**src/rtl/multiply_accumulate_unit_if.sv**
```systemverilog
// Handshake and operand bundle for the iterative multiply-accumulate unit.
// The master side issues operations; the slave side is the unit itself.
interface multiply_accumulate_unit_if #(
  parameter int unsigned WIDTH = 32
);
  logic               start;
  logic [3:0]         opcode;
  logic [WIDTH-1:0]   a;
  logic [WIDTH-1:0]   b;
  logic [WIDTH-1:0]   c;
  logic [WIDTH-1:0]   d;
  logic               busy;
  logic               done;
  logic [2*WIDTH-1:0] result;
  logic               illegal;

  modport master (
    output start, opcode, a, b, c, d,
    input  busy, done, result, illegal
  );

  modport slave (
    input  start, opcode, a, b, c, d,
    output busy, done, result, illegal
  );
endinterface

```
**src/rtl/multiply_accumulate_unit.sv**
```systemverilog
// Iterative shift-add multiply-accumulate unit. It retires STEP multiplier bits per cycle;
// signed forms run on magnitudes and negate the finished product.
module multiply_accumulate_unit #(
  parameter int unsigned WIDTH = 32,
  parameter int unsigned STEP  = 1
) (
  input logic                     clk,
  input logic                     rst,
  multiply_accumulate_unit_if.slave bus
);

  localparam int unsigned NumSteps = WIDTH / STEP;
  localparam int unsigned CntW     = $clog2(NumSteps) + 1;

  typedef enum logic [1:0] {StIdle, StRun, StDone} state_e;

  state_e             state_q, state_d;
  logic [CntW-1:0]    cnt_q, cnt_d;
  logic [2*WIDTH-1:0] pp_q, pp_d;
  logic [WIDTH-1:0]   mcand_q, mcand_d;
  logic [WIDTH-1:0]   mplier_q, mplier_d;
  logic [WIDTH-1:0]   c_q, c_d;
  logic [WIDTH-1:0]   d_q, d_d;
  logic               neg_q, neg_d;
  logic               long_q, long_d;
  logic               acc_q, acc_d;
  logic [2*WIDTH-1:0] result_q, result_d;
  logic               illegal_q, illegal_d;

  logic op_legal, op_signed, op_long, op_acc;

  always_comb begin
    op_legal  = 1'b0;
    op_signed = 1'b0;
    op_long   = 1'b0;
    op_acc    = 1'b0;
    case (bus.opcode)
      4'b0000: op_legal = 1'b1;
      4'b0001: begin op_legal = 1'b1; op_acc = 1'b1; end
      4'b0100: begin op_legal = 1'b1; op_long = 1'b1; end
      4'b0101: begin op_legal = 1'b1; op_long = 1'b1; op_acc = 1'b1; end
      4'b0110: begin op_legal = 1'b1; op_long = 1'b1; op_signed = 1'b1; end
      4'b0111: begin op_legal = 1'b1; op_long = 1'b1; op_signed = 1'b1; op_acc = 1'b1; end
      default: op_legal = 1'b0;
    endcase
  end

  // Magnitude of -2^(WIDTH-1) is 2^(WIDTH-1), which still fits as an unsigned WIDTH-bit value.
  function automatic logic [WIDTH-1:0] magnitude(input logic [WIDTH-1:0] v, input logic sgn);
    return (sgn && v[WIDTH-1]) ? (~v + WIDTH'(1)) : v;
  endfunction

  // One shift-add step: add mcand * (low STEP multiplier bits) into the high half, shift right.
  logic [WIDTH+STEP-1:0]   addend, step_sum;
  logic [2*WIDTH+STEP-1:0] shifted;
  logic [2*WIDTH-1:0]      pp_next, prod, final_res;
  logic [WIDTH-1:0]        short_res;

  always_comb begin
    addend    = (WIDTH+STEP)'(mcand_q) * (WIDTH+STEP)'(mplier_q[STEP-1:0]);
    step_sum  = (WIDTH+STEP)'(pp_q[2*WIDTH-1:WIDTH]) + addend;
    shifted   = {step_sum, pp_q[WIDTH-1:0]};
    pp_next   = shifted[2*WIDTH+STEP-1:STEP];
    prod      = neg_q ? (~pp_next + (2*WIDTH)'(1)) : pp_next;
    short_res = prod[WIDTH-1:0] + (acc_q ? c_q : '0);
    if (long_q) begin
      final_res = prod + (acc_q ? {c_q, d_q} : '0);
    end else begin
      final_res = {{WIDTH{1'b0}}, short_res};
    end
  end

  always_comb begin
    state_d   = state_q;
    cnt_d     = cnt_q;
    pp_d      = pp_q;
    mcand_d   = mcand_q;
    mplier_d  = mplier_q;
    c_d       = c_q;
    d_d       = d_q;
    neg_d     = neg_q;
    long_d    = long_q;
    acc_d     = acc_q;
    result_d  = result_q;
    illegal_d = illegal_q;
    case (state_q)
      StIdle: begin
        if (bus.start) begin
          if (op_legal) begin
            mcand_d  = magnitude(bus.a, op_signed);
            mplier_d = magnitude(bus.b, op_signed);
            neg_d    = op_signed & (bus.a[WIDTH-1] ^ bus.b[WIDTH-1]);
            long_d   = op_long;
            acc_d    = op_acc;
            c_d      = bus.c;
            d_d      = bus.d;
            cnt_d    = '0;
            pp_d     = '0;
            state_d  = StRun;
          end else begin
            result_d  = '0;
            illegal_d = 1'b1;
            state_d   = StDone;
          end
        end
      end
      StRun: begin
        pp_d     = pp_next;
        mplier_d = mplier_q >> STEP;
        cnt_d    = cnt_q + CntW'(1);
        if (cnt_q == CntW'(NumSteps - 1)) begin
          result_d  = final_res;
          illegal_d = 1'b0;
          state_d   = StDone;
        end
      end
      StDone:  state_d = StIdle;
      default: state_d = StIdle;
    endcase
  end

  always_ff @(posedge clk or posedge rst) begin
    if (rst) begin
      state_q   <= StIdle;
      cnt_q     <= '0;
      pp_q      <= '0;
      mcand_q   <= '0;
      mplier_q  <= '0;
      c_q       <= '0;
      d_q       <= '0;
      neg_q     <= 1'b0;
      long_q    <= 1'b0;
      acc_q     <= 1'b0;
      result_q  <= '0;
      illegal_q <= 1'b0;
    end else begin
      state_q   <= state_d;
      cnt_q     <= cnt_d;
      pp_q      <= pp_d;
      mcand_q   <= mcand_d;
      mplier_q  <= mplier_d;
      c_q       <= c_d;
      d_q       <= d_d;
      neg_q     <= neg_d;
      long_q    <= long_d;
      acc_q     <= acc_d;
      result_q  <= result_d;
      illegal_q <= illegal_d;
    end
  end

  assign bus.busy    = (state_q != StIdle);
  assign bus.done    = (state_q == StDone);
  assign bus.result  = result_q;
  assign bus.illegal = illegal_q;

endmodule
```
**src/flat_wrapper.sv**
```systemverilog
// flat-port wrapper written by rule: the top's interface ports become plain ports
module multiply_accumulate_unit_flat 
#(
  parameter int unsigned WIDTH = 32,
  parameter int unsigned STEP  = 1
)
  (clk, rst, bus_start, bus_opcode, bus_a, bus_b, bus_c, bus_d, bus_busy, bus_done, bus_result, bus_illegal);
  multiply_accumulate_unit_if #(.WIDTH(WIDTH)) bus_i ();
  input logic clk;
  input logic rst;
  input wire logic [$bits(bus_i.start)-1:0] bus_start;
  input wire logic [$bits(bus_i.opcode)-1:0] bus_opcode;
  input wire logic [$bits(bus_i.a)-1:0] bus_a;
  input wire logic [$bits(bus_i.b)-1:0] bus_b;
  input wire logic [$bits(bus_i.c)-1:0] bus_c;
  input wire logic [$bits(bus_i.d)-1:0] bus_d;
  output wire logic [$bits(bus_i.busy)-1:0] bus_busy;
  output wire logic [$bits(bus_i.done)-1:0] bus_done;
  output wire logic [$bits(bus_i.result)-1:0] bus_result;
  output wire logic [$bits(bus_i.illegal)-1:0] bus_illegal;
  assign bus_i.start = bus_start;
  assign bus_i.opcode = bus_opcode;
  assign bus_i.a = bus_a;
  assign bus_i.b = bus_b;
  assign bus_i.c = bus_c;
  assign bus_i.d = bus_d;
  assign bus_busy = bus_i.busy;
  assign bus_done = bus_i.done;
  assign bus_result = bus_i.result;
  assign bus_illegal = bus_i.illegal;
  multiply_accumulate_unit #(.WIDTH(WIDTH), .STEP(STEP)) u_core (.clk(clk), .rst(rst), .bus(bus_i));
endmodule
```
**config.mk**
```make
export PLATFORM = sky130hd
export DESIGN_NAME = multiply_accumulate_unit_flat
export DESIGN_NICKNAME = d
export VERILOG_FILES = /design/src/rtl/multiply_accumulate_unit_if.sv /design/src/rtl/multiply_accumulate_unit.sv /design/src/flat_wrapper.sv
export SDC_FILE = /design/constraint.sdc
export NUM_CORES = 1
export LEC_CHECK = 0
export ABC_AREA = 1
export CORE_MARGIN = 2
export CORE_UTILIZATION = 55
export DETAILED_ROUTE_END_ITERATION = 8
export GPL_TIMING_DRIVEN = 0
export PLACE_DENSITY_LB_ADDON = 0.2
export SYNTH_ARGS = -nofsm -noshare
export SYNTH_HDL_FRONTEND = slang
export SYNTH_SLANG_ARGS = --single-unit
```
**constraint.sdc**
```tcl
create_clock -name clk -period 14 [get_ports clk]
set_clock_uncertainty 0.15 [all_clocks]
set_input_delay 1.4 -clock clk [delete_from_list [all_inputs] [get_ports clk]]
set_output_delay 1.4 -clock clk [all_outputs]
set_load 0.1 [all_outputs]
```
==> impl_metrics.json <==
{
  "die_y_microns": 205,
  "cp_max_fo": 10,
  "drc": 0,
  "worstHoldStart": "u_core.c_q[12]",
  "diodes": 0,
  "tritoncts": "built",
  "grt_pass1_vias": 22820,
  "finalHoldViolCount": 0,
  "grt_util_all_layers_pct": 38.2,
  "powerDensity_mw_per_mm2": 183,
  "critPathKind": "flop to flop",
  "cp-startpoint": "u_core.mplier_q[0]",
  "end_kind": "flop",
  "dpl.hpwl_microns": 66500,
  "ios": 202,
  "crit_path_max_incr_delay_ns": 0.77,
  "mostFrequentLayoutCell": "nand2_1",
  "cts_setup_buffers": 0,
  "cts_max_path_buffers": 3,
  "min_period_over_period_pct": 48.1,
  "synthTopCellsByArea": "dfrtp_1 (30%), nand2_1 (18%), inv_1 (8.3%)",
  "post_cts_resize_count": 0,
  "p_leak_uw": 0.0136,
  "portBuffers": 201,
  "timing.critical_path.mode_cell": "nand2_1",
  "fin_ws_ns": 7.27,
  "row_count": 73,
  "synthArstFlopShare_pct": 100,
  "clk_latency_ns": 0.60,
  "htreeDepth": 1,
  "ys_seq_elements": 267,
  "regToRegStartpoint": "u_core.mplier_q[0]",
  "grt_first_pass_wirelength_microns": 124000,
  "outcome": "finished, final reports clean",
  "final_nets": 3911,
  "wirelength_microns": 81000,
  "avgSynthCellArea_sq_um": 6.53,
  "tightestPinTransition_ns": 1.05,
  "synthesis.nets": 3677,
  "finalSetupViolCount": 0,
  "grt_max_degree": 133,
  "vias": 24106,
  "start_util_pct": 55.9,
  "mostFrequentLayoutCells": "nand2_1 (1048), inv_1 (491), nor2_1 (288)",
  "crit_buf_inv": 6,
  "ant_nets": 0,
  "dp_slack_ns": 7.64,
  "drv_slew": 0,
  "design.core.area_sq_mm": 0.0398,
  "antenna_found_initial": 0,
  "cts_buffers": 29,
  "ys_seq_area_share_pct": 30.0,
  "area_growth_pct": 16.7,
  "cts_root_buffer": "clkbuf_16",
  "ys_warn_count": 0,
  "clock.fmax_ghz": 0.149,
  "finalCriticalPeriod_ns": 6.73,
  "ir_drop_uv": 126,
  "drive_above_1_share_pct": 3.69,
  "synth_area_sq_mm": 0.0223,
  "slowest_stage": "a2111oi_0",
  "grt_overflow_total": 0,
  "synth_cell_types": 54,
  "synthFlopType": "dfrtp_1",
  "path_clk_slew_ns": 0.07,
  "cts_hold_buf": 0,
  "place_congestion": 1.04,
  "tns_ns": 0,
  "synth_edf_count": 0,
  "clock_sinks": 267,
  "cpLargestDelayFamily": "simple AND/OR/NAND/NOR gates",
  "avgRoutedWirePerCell_microns": 19.3,
  "dr.first_iter.drc_count": 2638,
  "maxCapViolations": 0,
  "syn_inst": 3407,
  "synth_top_area_share_pct": 30.0,
  "die_w_microns": 205,
  "vias_per_cell": 5.76,
  "cp-start-kind": "flop",
  "arrival_ns": 7.12,
  "synth_area_leader_cell": "dfrtp_1",
  "first_pass_iters": 8,
  "max_slew_margin_pct": 30.2,
  "die_area_sq_mm": 0.0421,
  "rsz0062_at_grt": "false",
  "hp-class": "flop to flop",
  "crit_required_ns": 14.38
}
## cell type report
| class | count | area, sq um |
|---|---|---|
| timing repair buffer | 203 | 2070 |
| multi-input combinational | 2552 | 13300 |
| clock inverter | 15 | 179 |
| sequential | 267 | 6680 |
| inverter | 503 | 1900 |
| tap | 525 | 657 |
| buffer | 85 | 334 |
| fill | 3621 | 13900 |
| clock buffer | 38 | 810 |
## state kept, by name, indices dropped and copies added, names as in the netlist
| name | count |
|---|---|
| u_core.bus.result | 64 |
| u_core.acc_q | 1 |
| u_core.c_q | 32 |
| u_core.neg_q | 1 |
| u_core.bus.illegal | 1 |
| u_core.mplier_q | 32 |
| u_core.cnt_q | 6 |
| u_core.pp_q | 63 |
| u_core.state_q | 2 |
| u_core.mcand_q | 32 |
| u_core.d_q | 32 |
| u_core.long_q | 1 |
## worst paths after layout
| path | to | slack [ns] | cells after the start |
|---|---|---|---|
| setup reg to reg | u_core.bus.result[63] | 7.27 | 34 |
| max in group asynchronous | u_core.pp_q[18] | 11.58 | 3 |
| min in group asynchronous | u_core.bus.result[59] | 1.07 | 2 |
| hold / removal | u_core.c_q[12] | 0.33 | 2 |
| hold reg to reg | u_core.c_q[12] | 0.33 | 2 |
| setup / recovery | u_core.bus.result[63] | 7.27 | 34 |
## stage by stage
step | hold WS, ns | utilization, % | std cells | instance area (sq um) | power [uW]
after global placement | 0.312 | 62.6 | 4133 | 24900 | 3770
after CTS | 0.331 | 65.2 | 4188 | 26000 | 4660
final | 0.330 | 65.2 | 4188 | 26000 | 4770
after global routing | 0.349 | 65.2 | 4188 | 26000 | 5070
after detailed placement | 0.315 | 62.7 | 4135 | 25000 | 3840
after floorplan | 0.299 | - | 3407 | 22300 | 2950
## kinds of logic (layout without fill, tap and decap cells)
group | count (synthesis) | after routing | share of synthesized area [%]
AO/OA/AOI/OAI | 640 | 640 | 16.4
XOR/XNOR | 136 | 136 | 5.35
adder cells (fa/ha/maj) | 135 | 135 | 7.69
buffers and inverters | 588 | 844 | 9.99
flip-flops | 267 | 267 | 30.0
AND/OR/NAND/NOR | 1641 | 1641 | 30.5
## worst register-to-register path: cells and delay by family, from the launching register on
| kind | cells | cell delay [ns] |
|---|---|---|
| buffers and inverters | 6 | 1.01 |
| DFF | 1 | 0.32 |
| AOI/OAI and AO/OA | 5 | 1.96 |
| xor gates and xnor gates | 1 | 0.14 |
| adders and majority gates | 3 | 0.91 |
| and+or+nand+nor | 19 | 2.19 |
## power breakdown
part | switching, uW | total [uW] | internal [uW]
registers | 166 | 1170 | 1000
clock network | 339 | 804 | 464
logic | 1970 | 2800 | 822
total | 2480 | 4770 | 2290
## synthesized netlist by cell type (36+ instances only)
cell type / count
clkbuf_1: 61
ha_1: 132
xor2_1: 123
nor3_1: 47
inv_1: 492
nand4_1: 36
dfrtp_1: 267
o21ai_0: 239
a21oi_1: 205
nand3_1: 128
nand2_1: 1048
nor2_1: 288
## layer usage
metal / vias up / routed length [microns] / global-route usage (%)
met5: - / 0 / 0
met4: 0 / 4020 / 17.4
met3: 210 / 7450 / 5.65
met2: 1217 / 36000 / 60.6
met1: 11194 / 33500 / 51.6
li1: 11485 / - / -
No activity file was read; power rests on OpenSTA's default activity.
